File: src/rtl/seq_stim_driver.sv
// seq_stim_driver: plays the 11-step accept pattern of the two-input sequence
// detector on i1/i2. An optional all-zero lead-in comes first, and each level
// is held for DWELL cycles. Completion is reported with a one-cycle done pulse.
// A run can be cancelled with abort, which gives a one-cycle aborted pulse.
// Every output is a flop computed from the next state, so start/abort never
// reach an output combinationally.
module seq_stim_driver #(
   parameter int unsigned DWELL = 16,  // cycles per pattern level, >= 1
   parameter int unsigned GAP   = 4,   // lead-in cycles of 00, 0 skips it
   parameter int unsigned CW    = 8    // counter width, holds max(DWELL,GAP)-1
) (
   input  logic       clk_i,
   input  logic       reset_ni,
   input  logic       start_i,
   input  logic       abort_i,
   output logic       i1_o,
   output logic       i2_o,
   output logic [3:0] step_o,
   output logic       busy_o,
   output logic       done_o,
   output logic       aborted_o
);

   typedef enum logic [1:0] {
      S_IDLE = 2'd0,
      S_LEAD = 2'd1,
      S_STEP = 2'd2,
      S_DONE = 2'd3
   } state_e;

   localparam logic [3:0]    FIRST_STEP = 4'd1;
   localparam logic [3:0]    LAST_STEP  = 4'd11;
   localparam logic [CW-1:0] DWELL_LD   = CW'(DWELL - 1);
   // GAP-1 would wrap when GAP is 0; the lead-in is never entered in that case.
   localparam logic [CW-1:0] GAP_LD     = (GAP > 0) ? CW'(GAP - 1) : '0;
   localparam logic [CW-1:0] CNT_ONE    = CW'(1);

   // (i1,i2) level for each pattern step; anything outside 1..11 drives 00.
   function automatic logic [1:0] pat_level(input logic [3:0] s);
      logic [1:0] lv;
      case (s)
         4'd1:    lv = 2'b10;
         4'd2:    lv = 2'b11;
         4'd3:    lv = 2'b01;
         4'd4:    lv = 2'b00;
         4'd5:    lv = 2'b10;
         4'd6:    lv = 2'b11;
         4'd7:    lv = 2'b01;
         4'd8:    lv = 2'b00;
         4'd9:    lv = 2'b01;
         4'd10:   lv = 2'b11;
         4'd11:   lv = 2'b01;
         default: lv = 2'b00;
      endcase
      return lv;
   endfunction

   state_e        state_q, state_d;
   logic [CW-1:0] cnt_q, cnt_d;
   logic [3:0]    step_q, step_d;
   logic          i1_q, i1_d;
   logic          i2_q, i2_d;
   logic          busy_q, busy_d;
   logic          done_q, done_d;
   logic          aborted_q, aborted_d;
   logic [1:0]    lvl_d;

   // Next-state: sequencing, dwell/gap counter and abort handling.
   always_comb begin
      state_d   = state_q;
      cnt_d     = cnt_q;
      step_d    = step_q;
      aborted_d = 1'b0;
      case (state_q)
         S_IDLE: begin
            // abort is ignored here, so start wins even with abort high
            if (start_i) begin
               if (GAP == 0) begin
                  state_d = S_STEP;
                  step_d  = FIRST_STEP;
                  cnt_d   = DWELL_LD;
               end else begin
                  state_d = S_LEAD;
                  cnt_d   = GAP_LD;
               end
            end
         end
         S_LEAD: begin
            if (abort_i) begin
               state_d   = S_IDLE;
               cnt_d     = '0;
               aborted_d = 1'b1;
            end else if (cnt_q == '0) begin
               state_d = S_STEP;
               step_d  = FIRST_STEP;
               cnt_d   = DWELL_LD;
            end else begin
               cnt_d = cnt_q - CNT_ONE;
            end
         end
         S_STEP: begin
            // abort is checked before the step-11 expiry, so it beats done
            if (abort_i) begin
               state_d   = S_IDLE;
               step_d    = '0;
               cnt_d     = '0;
               aborted_d = 1'b1;
            end else if (cnt_q == '0) begin
               if (step_q == LAST_STEP) begin
                  state_d = S_DONE;
                  step_d  = '0;
                  cnt_d   = '0;
               end else begin
                  step_d = step_q + 4'd1;
                  cnt_d  = DWELL_LD;
               end
            end else begin
               cnt_d = cnt_q - CNT_ONE;
            end
         end
         S_DONE: begin
            state_d = S_IDLE;
         end
         default: begin
            state_d = S_IDLE;
            step_d  = '0;
            cnt_d   = '0;
         end
      endcase
   end

   // Output next-values come from the next state, so the flops line up with it.
   always_comb begin
      lvl_d  = (state_d == S_STEP) ? pat_level(step_d) : 2'b00;
      i1_d   = lvl_d[1];
      i2_d   = lvl_d[0];
      busy_d = (state_d == S_LEAD) || (state_d == S_STEP);
      done_d = (state_d == S_DONE);
   end

   // State, counter and registered outputs; reset drops everything to idle at once.
   always_ff @(posedge clk_i or negedge reset_ni) begin
      if (!reset_ni) begin
         state_q   <= S_IDLE;
         cnt_q     <= '0;
         step_q    <= '0;
         i1_q      <= 1'b0;
         i2_q      <= 1'b0;
         busy_q    <= 1'b0;
         done_q    <= 1'b0;
         aborted_q <= 1'b0;
      end else begin
         state_q   <= state_d;
         cnt_q     <= cnt_d;
         step_q    <= step_d;
         i1_q      <= i1_d;
         i2_q      <= i2_d;
         busy_q    <= busy_d;
         done_q    <= done_d;
         aborted_q <= aborted_d;
      end
   end

   assign i1_o      = i1_q;
   assign i2_o      = i2_q;
   assign step_o    = step_q;
   assign busy_o    = busy_q;
   assign done_o    = done_q;
   assign aborted_o = aborted_q;

endmodule

File: config.mk
export PLATFORM = sky130hd
export DESIGN_NAME = seq_stim_driver
export DESIGN_NICKNAME = d
export VERILOG_FILES = /design/src/rtl/seq_stim_driver.sv
export SDC_FILE = /design/constraint.sdc
export NUM_CORES = 1
export LEC_CHECK = 0
export ABC_AREA = 0
export CAP_MARGIN = 30
export CORE_ASPECT_RATIO = 0.6
export CORE_MARGIN = 5
export CORE_UTILIZATION = 50
export CTS_CLUSTER_SIZE = 8
export DETAILED_ROUTE_END_ITERATION = 12
export PLACE_DENSITY = 0.75
export SYNTH_ARGS = -nofsm -noshare
export SYNTH_HDL_FRONTEND = slang
export SYNTH_SLANG_ARGS = --single-unit
File: constraint.sdc
create_clock -name clk_i -period 2.3 [get_ports clk_i]
set_input_delay 0.46 -clock clk_i [delete_from_list [all_inputs] [get_ports clk_i]]
set_output_delay 0.46 -clock clk_i [all_outputs]
set_load 0.005 [all_outputs]
* Word-level counts from Yosys, hierarchy flattened *
Memory sizes are Yosys's and may differ from the RTL's.
Index checks and enable logic that the tools add are counted.

operators by class
  $add $sub $neg = 2
  equality and inequality tests = 8
  multiplexer cells = 23
  reduce and logical (&&, ||, !) cells = 6

operators by type and width
  operator             number
  $mux 8               5
  $mux 4               6
  $pmux 8 s3           1
  $mux 2               7
  $eq 2x2->1 const B   4
  $logic_not 8->1      1
  $pmux 2 s4           1
  $pmux 4 s2           1
  $sub 8x1->8 const B  1
  $add 4x1->4 const B  1
  $eq 2x1->1 const B   2
  $eq 4x4->1 const B   1
  $reduce_bool 3->1    1
  $logic_not 2->1      1
  $mux 1               2
  $ne 2x2->1 const B   1
  $reduce_and 2->1     1
  $reduce_or 2->1      1
  $logic_or 1x1->1     1

storage, ports and cells
  register bits = 19
  bits in read-only memories = 32
  input port bits = 4
  output and inout port bits = 9
  word-level logic and storage cells = 48
  memories = 1

memory list
  memory            depth  bits a word  rd ports  clocked after Yosys merged registers in  write ports  RTL line  RTL
  (name not given)  16     2            1         0                                        0            41        case (s)

* Logic depth before layout (Yosys ltp) *
Gate-level depths: netlist of run 1.

  word-level depth = 7
  gate-level depth with buffers = 11
  depth with buffers taken out = 10

* Worst setup path after synthesis of run 1 *
Ideal clock, no wire load.

  kind = flip-flop to flip-flop
  start point = register cnt_q[0]
  end point = register i2_q (netlist: i2_o)
  library setup time = 0.079 ns
  arrival = 2.130 ns
  data required time = 2.221 ns
  setup slack = 0.091 ns
  cell stages (with the launch flop) = 11
  buffers on the path = 1
  clock period less this slack = 2.209 ns
  cells stage by stage = dfrtp_1 -> inv_1 -> ha_1 -> nor4b_4 -> and2_1 -> buf_4 -> nor2_1 -> o41ai_1 -> ha_1 -> nand4b_1 -> mux2i_1

between the ends
  cells in the longest elaborated chain, start to end = 6
  elaborated cells between the ends (all ways) = 14
  classes of those cells = eq/ne: 1; mux: 11; reduce/logical: 1; memory: 1

RTL lines
  element                           RTL line  RTL
  from (decl)                       59        logic [CW-1:0] cnt_q, cnt_d;
  from (signal assigned)            154       cnt_q <= cnt_d;
  $logic_not 8->1 (*)               93, 108
  $mux 2, on equally long branches  108, 93
  $mux 2, on equally long branches  103, 89
  $pmux 2 s4 (*)                    74        case (state_q)
  net state_d[1]                    58        state_e state_q, state_d;
  $eq 2x2->1 (*)                    134       lvl_d = (state_d == S_STEP) ? pat_level(step_d) : 2'b00;
  $mux 2 (*)                        134
  net lvl_d[0]                      66        logic [1:0] lvl_d;
  to (signal assigned)              157       i2_q <= i2_d;
  to (decl)                         62        logic i2_q, i2_d;

Mark *: on every way through the listed nets, which the timed path passes. The rest lies on a longest branch.
A chain may end at the register's enable or synchronous reset.

* Final worst setup path of run 1 *
  start point = register cnt_q[1]
  end point = register i2_q (netlist: i2_o)

between the ends
  cells in the longest elaborated chain, start to end = 6
  elaborated cells between the ends (all ways) = 14
  classes of those cells = eq/ne: 1; mux: 11; reduce/logical: 1; memory: 1

RTL lines
  element                                     RTL line  RTL
  $logic_not 8->1 (*)                         93, 108
  $mux 4 (tied with other cells)              108       end else if (cnt_q == '0) begin
  $mux 4 (tied with other cells)              103       if (abort_i) begin
  $pmux 4 s2 or $pmux 2 s4 (tied branches)    74
  $mem_v2 16x2 or $eq 2x2->1 (tied branches)  -
  $mux 2 (*)                                  134
  net lvl_d[0]                                66

Marks and branches as above.

==> results of run 1 <==
==> sequential cells by signal (all words and copies together), names as in the netlist <==
name,count
cnt_q,8
aborted_o,1
state_q,2
done_o,1
i1_o,1
step_o,4
i2_o,1
busy_o,1
==> worst max-delay path, stage by stage, from the launching register on <==
cell                       delay, ns
sky130_fd_sc_hd__dfrtp_1        0.39
sky130_fd_sc_hd__inv_2          0.08
sky130_fd_sc_hd__ha_4           0.12
sky130_fd_sc_hd__nor4b_4        0.22
sky130_fd_sc_hd__and2_4         0.22
sky130_fd_sc_hd__nor3_1         0.06
sky130_fd_sc_hd__o31ai_2        0.30
sky130_fd_sc_hd__o311a_1        0.25
sky130_fd_sc_hd__ha_2           0.22
sky130_fd_sc_hd__nand4b_1       0.11
sky130_fd_sc_hd__mux2i_1        0.18
==> metal layers <==
layer	up-vias	share of wire, %	wire (microns)
li1	535	-	-
met1	564	43	1480
met2	55	45	1560
met3	11	9.9	343
met4	0	2.6	91
met5	-	0	0
==> area by class of cell <==
type                    instances  area, sq um
clock buffers                   3         41.3
fillers                       159          587
multi-input cells              93          729
inverters                      10         37.5
clock inverters                 1         5.00
well taps                      30         37.5
flip-flops and latches         19          475
repair buffers                 38          315
==> kinds of logic (layout without fill, tap and decap cells) <==
group,count (synthesis),after routing,synth area share (%)
buffers and inverters,12,52,4.05
multiplexers,3,3,2.49
XOR/XNOR,4,4,2.90
AND/OR/NAND/NOR,47,47,21.7
AO/OA/AOI/OAI,28,28,18.0
adder cells (fa/ha/maj),11,11,11.4
flip-flops,19,19,39.4
==> power by group through the flow <==
stage	clock, uW	combinational (uW)	sequential, uW
2_1_floorplan	0	556	523
3_3_place_gp	0	921	506
3_5_place_dp	0	973	516
4_1_cts	253	986	509
5_1_grt	268	1190	527
6_report	247	1090	513
==> through the flow <==
step                      setup WS (ns)  instances  setup TNS [ns]  utilization (%)
final                            0.0740        194               0             73.7
after detailed placement         -0.102        187          -0.194             68.4
after floorplan                  0.0906        124               0                -
after global placement           0.0397        187               0             68.4
after CTS                        0.0135        191               0             70.5
after global routing           -0.00817        194        -0.00858             73.7
==> cell usage in the layout (no fill, tap or decap), drive strengths merged, types with 4 or more instances in the layout <==
| cell | count |
|---|---|
| nand4 | 6 |
| clkdlybuf4s50 | 12 |
| nor2 | 12 |
| inv | 10 |
| nor2b | 4 |
| o21a | 4 |
| nand2 | 13 |
| xor2 | 4 |
| dfrtp | 19 |
| buf | 26 |
| ha | 11 |
==> timing repair <==
action                                  4_1_cts  5_1_grt
resized for setup                             0       11
endpoints found under the setup margin        0        3
setup buffers                                 0        4
hold buffers                                  0        0
hold endpoints to repair                      0        0
==> worst paths after layout <==
path                          start       end  cells past startpoint
setup / recovery           cnt_q[1]      i2_o                     10
max in group asynchronous  reset_ni    busy_o                      2
hold reg to reg            cnt_q[5]  cnt_q[5]                      2
min in group clk_i         cnt_q[5]  cnt_q[5]                      2
setup reg to reg           cnt_q[1]      i2_o                     10
hold / removal             reset_ni  cnt_q[3]                      2
==> impl_results.html, run 1 <==
<table>
<tr><th>Metric</th><th>Value</th></tr>
<tr><th colspan="2">Run status</th></tr>
<tr><td>Outcome</td><td>complete, no violations</td></tr>
<tr><th colspan="2">Logic synthesis</th></tr>
<tr><td>Mapped Avg Cell Area</td><td>9.73 sq um</td></tr>
<tr><td>Ys flop type</td><td>sky130_fd_sc_hd__dfrtp_1</td></tr>
<tr><td>Proportion of synthesized flip-flops having asynchronous set or reset</td><td>100%</td></tr>
<tr><td>Yosys cell types</td><td>36</td></tr>
<tr><td>Synth warnings</td><td>0</td></tr>
<tr><td>Net Count, Synth</td><td>about 140</td></tr>
<tr><td>Most used standard cells in the synthesized netlist</td><td>19 x sky130_fd_sc_hd__dfrtp_1, 13 x sky130_fd_sc_hd__nand2_1, 12 x sky130_fd_sc_hd__nor2_1</td></tr>
<tr><td>Gate count after technology mapping</td><td>between 100 and 150</td></tr>
<tr><td>#FFs+latches synth</td><td>19</td></tr>
<tr><td>Top-count cell post-synth</td><td>sky130_fd_sc_hd__dfrtp_1</td></tr>
<tr><td>Number of enable-type register cells in the synthesized netlist</td><td>0</td></tr>
<tr><td>Main area contributors after synthesis</td><td>sky130_fd_sc_hd__dfrtp_1 39%, sky130_fd_sc_hd__ha_1 11%, sky130_fd_sc_hd__nand2_1 4.0%</td></tr>
<tr><td>Biggest area consumer among synthesized cells</td><td>sky130_fd_sc_hd__dfrtp_1</td></tr>
<tr><td>Netlist area before placement</td><td>between 1000 and 1500 sq um</td></tr>
<tr><td>Share of synthesized area occupied by flip-flops and latches</td><td>slightly below 40%</td></tr>
<tr><td>Share of the synthesized area in the top cell type</td><td>roughly two fifths</td></tr>
<tr><th colspan="2">Critical path</th></tr>
<tr><td>Slack of the worst reg-to-reg path</td><td>0.07 ns</td></tr>
<tr><td>CP Capture Type</td><td>register</td></tr>
<tr><td>Crit path max fanout</td><td>4</td></tr>
<tr><td>Kind of start point of the critical path</td><td>register</td></tr>
<tr><td>Data arrival time of the critical path</td><td>about 2.4 ns</td></tr>
<tr><td>Crit path required time</td><td>2.49 ns</td></tr>
<tr><td>Worst setup path class</td><td>register to register</td></tr>
<tr><th colspan="2">Pwr</th></tr>
<tr><td>Clk pwr share</td><td>13.4%</td></tr>
<tr><td>Overall power consumption</td><td>around 1900 uW</td></tr>
<tr><td>Power share of the combinational group</td><td>59.0%</td></tr>
<tr><td>Internal power contribution</td><td>between 1000 and 1500 uW</td></tr>
<tr><td>Switching power summed over all nets</td><td>between 700 and 800 uW</td></tr>
<tr><td>VDD IR-drop max</td><td>~0.00058 V</td></tr>
<tr><td>Net switching fraction of the power</td><td>a little over two fifths</td></tr>
<tr><td>Leakage dissipation</td><td>just under 0.0008 uW</td></tr>
<tr><td>Sequential power share</td><td>27.7%</td></tr>
<tr><td>Pwr per Cell Area</td><td>~1100 nW/um^2</td></tr>
<tr><th colspan="2">Placement</th></tr>
<tr><td>GP Congestion</td><td>a little under 0.9</td></tr>
<tr><td>Dpl hpwl</td><td>~2600 microns</td></tr>
<tr><td>Placed Area</td><td>1530 sq um</td></tr>
<tr><td>Port buffer count</td><td>12</td></tr>
<tr><th colspan="2">Die</th></tr>
<tr><td>Die ar.</td><td>3530 sq um</td></tr>
<tr><td>Effective utilization at floorplan</td><td>roughly 54%</td></tr>
<tr><td>Die H</td><td>between 40 and 50 microns</td></tr>
<tr><td>Placement row count</td><td>13</td></tr>
<tr><td>Die X</td><td>approximately 73 microns</td></tr>
<tr><td>Top-Level Pins</td><td>13</td></tr>
<tr><td>Core Box Area</td><td>approximately 2200 sq um</td></tr>
<tr><th colspan="2">Finish</th></tr>
<tr><td>Number of nets at the end of the flow</td><td>180</td></tr>
<tr><td>Area growth from synthesis to layout</td><td>36.1%</td></tr>
<tr><td>Total inserted antenna cells</td><td>0</td></tr>
<tr><td>Final cell area excluding filler cells</td><td>roughly 1600 sq um</td></tr>
<tr><td>Share of post-route cells with drive strength above 1</td><td>27.4%</td></tr>
<tr><th colspan="2">Global route</th></tr>
<tr><td>Via count of the first global-routing pass</td><td>between 1k and 1.5k</td></tr>
<tr><td>GRT overflow</td><td>0</td></tr>
<tr><td>Pin count of the biggest net entering global routing</td><td>20</td></tr>
<tr><td>Global route hottest layer</td><td>met2</td></tr>
<tr><td>GRT Util Overall</td><td>approximately 22%</td></tr>
<tr><td>Number of antenna violations at the first check in global routing</td><td>0</td></tr>
<tr><td>Met1 global-route usage</td><td>26.6%</td></tr>
<tr><td>Wire length of the first global-routing pass</td><td>roughly 5400 microns</td></tr>
<tr><td>Met2 usage in global routing</td><td>a little over a third</td></tr>
<tr><td>Met3 routing resource usage after global routing</td><td>7.55%</td></tr>
<tr><th colspan="2">Routing</th></tr>
<tr><td>Vias per cell</td><td>roughly 6.0</td></tr>
<tr><td>WL/cell</td><td>around 18 microns</td></tr>
<tr><td>DRC viols</td><td>0</td></tr>
<tr><td>Drt first pass iters</td><td>4</td></tr>
<tr><td>Number of nets with antenna violations after detailed routing</td><td>0</td></tr>
<tr><td>First DRT Iteration DRCs</td><td>130</td></tr>
<tr><td>Total Wirelength</td><td>around 3500 microns</td></tr>
<tr><td>Detailed-route via count</td><td>1165</td></tr>
<tr><th colspan="2">Clock tree</th></tr>
<tr><td>Clock insertion delay at the later pin of the skew report</td><td>roughly 0.27 ns</td></tr>
<tr><td>Clock tree buffer depth</td><td>2</td></tr>
<tr><td># H-tree levels</td><td>1</td></tr>
<tr><td>CTS sink count</td><td>19</td></tr>
<tr><td>Clock edge transition at the registers on the reported setup and hold paths</td><td>approximately 0.080 ns</td></tr>
<tr><td>Root buffer cell</td><td>sky130_fd_sc_hd__clkbuf_8</td></tr>
<tr><td>CTS Buf Count</td><td>3</td></tr>
<tr><td>Clock tree from TritonCTS</td><td>yes</td></tr>
<tr><th colspan="2">Hold path</th></tr>
<tr><td>Worst hold path type</td><td>primary input to asynchronous set/reset pin</td></tr>
<tr><th colspan="2">STA</th></tr>
<tr><td>Final Max Slew Viols</td><td>0</td></tr>
<tr><td>FMAX</td><td>449 MHz</td></tr>
<tr><td>Count of final setup violators</td><td>0</td></tr>
<tr><td>Largest clock skew in the final design</td><td>roughly 0.004 ns</td></tr>
<tr><td>Worst relative slew slack</td><td>55.8%</td></tr>
<tr><td>Final period demand of the worst path</td><td>between 2 and 2.5 ns</td></tr>
<tr><td>Hold Violations, Final</td><td>0</td></tr>
<tr><td>Share of the clock period used by the worst path</td><td>96.8%</td></tr>
<tr><td>Worst-margin pin slew</td><td>roughly 0.65 ns</td></tr>
<tr><td>Hold Slack</td><td>approximately 0.52 ns</td></tr>
<tr><th colspan="2">Run</th></tr>
<tr><td>Count of max-cap constraint violations</td><td>0</td></tr>
</table>
Note: power is estimated with default switching activity, not from simulation.
==> inputs of run 2 (changes only) <==
Settings changed: ABC_AREA 0 to unset, CORE_UTILIZATION 50 to 55, PLACE_DENSITY 0.75 to 0.78, REMOVE_ABC_BUFFERS set to 1.
Clock period 2.3 ns to 2.12 ns, I/O delays scaled along.
==> run 2 against run 1 <==
  * The run now ends with negative setup slack left
  * Clock skew shrank 0.00062 ns
  * Highest routed layer unchanged
  * Largest cell class unchanged
  * Largest power group unchanged
  * Routed wire length grew 4.3%
  * Design area grew 7.3%
==> impl_results.html, run 2 (same netlist as run 1, synthesis figures left out) <==
<table>
<tr><th>Metric</th><th>Value</th></tr>
<tr><th colspan="2">Clock tree</th></tr>
<tr><td>Clock edge transition at the registers on the reported setup and hold paths</td><td>roughly 0.070 ns</td></tr>
<tr><td>Clock tree buffer depth</td><td>2</td></tr>
<tr><td>Clock tree from TritonCTS</td><td>yes</td></tr>
<tr><td>Root buffer cell</td><td>sky130_fd_sc_hd__clkbuf_8</td></tr>
<tr><td>CTS Buf Count</td><td>3</td></tr>
<tr><td>CTS sink count</td><td>19</td></tr>
<tr><td>Clock insertion delay at the later pin of the skew report</td><td>~0.26 ns</td></tr>
<tr><td># H-tree levels</td><td>1</td></tr>
<tr><td>Count of hold buffers inserted by post-cts repair</td><td>0</td></tr>
<tr><th colspan="2">Critical path</th></tr>
<tr><td>Data arrival time of the critical path</td><td>around 2.4 ns</td></tr>
<tr><td>Start of the worst register-to-register path</td><td>cnt_q[1]</td></tr>
<tr><td>Kind of start point of the critical path</td><td>register</td></tr>
<tr><td>CP Capture Type</td><td>register</td></tr>
<tr><td>CP Cell Sequence</td><td>inv_2 -&gt; ha_4 -&gt; nor4b_4 -&gt; buf_4 -&gt; buf_4 -&gt; nand4_1 -&gt; o311a_1 -&gt; ha_4 -&gt; nand4b_1 -&gt; mux2i_1</td></tr>
<tr><td>Critical register-to-register path endpoint</td><td>i2_o</td></tr>
<tr><td>Crit path required time</td><td>2.26 ns</td></tr>
<tr><td>Slack of the worst reg-to-reg path</td><td>-0.10 ns</td></tr>
<tr><td>Delay of the slowest cell on the worst path</td><td>around 0.39 ns</td></tr>
<tr><td>CP max stage cell</td><td>sky130_fd_sc_hd__dfrtp_1</td></tr>
<tr><td>Crit path max fanout</td><td>4</td></tr>
<tr><td>Worst r2r path cells</td><td>10</td></tr>
<tr><td>Worst setup path class</td><td>register to register</td></tr>
<tr><th colspan="2">Finish</th></tr>
<tr><td>Post-route non-filler standard cell count</td><td>200</td></tr>
<tr><td>Number of nets at the end of the flow</td><td>186</td></tr>
<tr><td>Total inserted antenna cells</td><td>0</td></tr>
<tr><td>Sequential cell area</td><td>roughly 480 sq um</td></tr>
<tr><td>Register name with the most flops</td><td>cnt_q</td></tr>
<tr><td>Number of flip-flops under the largest register name</td><td>8</td></tr>
<tr><td>Multi-input gate area</td><td>about 790 sq um</td></tr>
<tr><td>Layout fillers</td><td>113</td></tr>
<tr><td>Area growth from synthesis to layout</td><td>46.1%</td></tr>
<tr><td>Share of post-route cells with drive strength above 1</td><td>between 30% and 40%</td></tr>
<tr><td>Highest-count cells in the layout ignoring fill and taps</td><td>31 x sky130_fd_sc_hd__buf_4, 19 x sky130_fd_sc_hd__dfrtp_1, 12 x sky130_fd_sc_hd__nand2_1, 12 x sky130_fd_sc_hd__nor2_1, 12 x sky130_fd_sc_hd__clkdlybuf4s50_1</td></tr>
<tr><td>Leading cell type in the layout, fill and taps excluded</td><td>sky130_fd_sc_hd__buf_4</td></tr>
<tr><th colspan="2">Routing</th></tr>
<tr><td>WL/cell</td><td>roughly 18 microns</td></tr>
<tr><td>Number of nets with antenna violations after detailed routing</td><td>0</td></tr>
<tr><td>Detailed-route via count</td><td>around 1.3k</td></tr>
<tr><td>Total Wirelength</td><td>about 3600 microns</td></tr>
<tr><td>DRC viols</td><td>0</td></tr>
<tr><td>Drt first pass iters</td><td>6</td></tr>
<tr><td>First DRT Iteration DRCs</td><td>~220</td></tr>
<tr><td>Vias per cell</td><td>~6.3</td></tr>
<tr><th colspan="2">Global route</th></tr>
<tr><td>Number of antenna violations at the first check in global routing</td><td>0</td></tr>
<tr><td>GRT overflow</td><td>0</td></tr>
<tr><td>Via count of the first global-routing pass</td><td>between 1k and 1.5k</td></tr>
<tr><td>GRT Util Overall</td><td>between 20% and 30%</td></tr>
<tr><td>Pin count of the biggest net entering global routing</td><td>20</td></tr>
<tr><td>Wire length of the first global-routing pass</td><td>4970 microns</td></tr>
<tr><th colspan="2">Run status</th></tr>
<tr><td>Violations in the final reports</td><td>negative setup slack</td></tr>
<tr><td>Outcome</td><td>finished, violations left</td></tr>
<tr><th colspan="2">Pwr</th></tr>
<tr><td>Overall power consumption</td><td>approximately 2200 uW</td></tr>
<tr><td>Leakage dissipation</td><td>between 0.0008 and 0.0009 uW</td></tr>
<tr><td>VDD IR-drop max</td><td>approximately 0.00072 V</td></tr>
<tr><td>Pwr per Cell Area</td><td>1230 nW/um^2</td></tr>
<tr><th colspan="2">Hold path</th></tr>
<tr><td>Worst hold path type</td><td>primary input to asynchronous set/reset pin</td></tr>
<tr><th colspan="2">Die</th></tr>
<tr><td>Die X</td><td>roughly 70 microns</td></tr>
<tr><td>Top-Level Pins</td><td>13</td></tr>
<tr><td>Die ar.</td><td>3260 sq um</td></tr>
<tr><td>Die H</td><td>between 40 and 50 microns</td></tr>
<tr><td>Placement row count</td><td>13</td></tr>
<tr><td>Effective utilization at floorplan</td><td>between 50% and 60%</td></tr>
<tr><td>Core Box Area</td><td>2130 sq um</td></tr>
<tr><th colspan="2">STA</th></tr>
<tr><td>Count of final setup violators</td><td>3</td></tr>
<tr><td>Final period demand of the worst path</td><td>between 2 and 2.5 ns</td></tr>
<tr><td>Largest clock skew in the final design</td><td>between 0.003 and 0.004 ns</td></tr>
<tr><td>Worst relative slew slack</td><td>66.9%</td></tr>
<tr><td>Worst-margin pin slew</td><td>about 0.5 ns</td></tr>
<tr><td>FMAX</td><td>~450 MHz</td></tr>
<tr><td>Share of the clock period used by the worst path</td><td>105%</td></tr>
<tr><td>Hold Violations, Final</td><td>0</td></tr>
<tr><td>Final Max Slew Viols</td><td>0</td></tr>
<tr><td>Final-layout setup total negative slack</td><td>-0.234 ns</td></tr>
<tr><td>Smallest setup slack after layout</td><td>-0.100 ns</td></tr>
<tr><td>RSZ-0062 raised after global routing</td><td>true</td></tr>
<tr><th colspan="2">Placement</th></tr>
<tr><td>Placed cell count</td><td>~190</td></tr>
<tr><td>Dpl hpwl</td><td>2240 microns</td></tr>
<tr><td>Port buffer count</td><td>12</td></tr>
<tr><td>GP Congestion</td><td>about 0.94</td></tr>
<tr><td>Pre-CTS setup slack</td><td>-0.222 ns</td></tr>
<tr><th colspan="2">Run</th></tr>
<tr><td>Count of max-cap constraint violations</td><td>0</td></tr>
</table>
run 2: stage by stage:
step                      util [%]  area (sq um)  hold WS (ns)
after CTS                     77.4          1650         0.499
final                         82.7          1760         0.493
after global placement        72.3          1540         0.552
after global routing          82.7          1760         0.522
after floorplan                  -          1190         0.128
after detailed placement      72.3          1540         0.570
run 2: critical path, delay by kind of cell, from the launching register on:
| family | cells | cell delay [ns] |
|---|---|---|
| AOI/OAI and AO/OA | 1 | 0.39 |
| buffers and inverters | 3 | 0.40 |
| muxes | 1 | 0.08 |
| DFF | 1 | 0.39 |
| and+or+nand+nor | 3 | 0.54 |
| adders and majority gates | 2 | 0.30 |
run 2: worst max-delay path by stage:
stage | from | endpoint | slack, ns
after floorplan | cnt_q[0] | i2_o | -0.1
after global placement | cnt_q[0] | i1_o | -0.13
after detailed placement | cnt_q[0] | i1_o | -0.22
after CTS | cnt_q[1] | i1_o | -0.05
after global routing | cnt_q[1] | i1_o | -0.19
final | cnt_q[1] | i2_o | -0.10
run 2: cell type report:
type / count / area share, %
flip-flops and latches: 19 / 27.0
inverters: 10 / 2.13
clock buffers: 4 / 2.56
well taps: 30 / 2.13
multi-input cells: 93 / 45.0
repair buffers: 44 / 21.2
run 2: report_power, final:
group / switching (uW) / leakage (uW) / internal, uW / total (uW)
logic: 720 / 0.000537 / 651 / 1370
registers: 78.5 / 0.000252 / 463 / 541
clock network: 120 / 0.0000228 / 134 / 254
run 2: timing repair:
action                     in CTS  in global routing
setup endpoints to repair       4                  7
pin swaps                       7                  7
buffers inserted                3                  4
gates resized for setup        10                 10
run 2: routing by layer:
layer,vias to the layer above,wire length (microns),track usage [%]
li1,548,-,-
met1,600,1510,26.0
met2,94,1620,32.9
met3,15,373,6.97
met4,0,110,4.58
met5,-,0,0
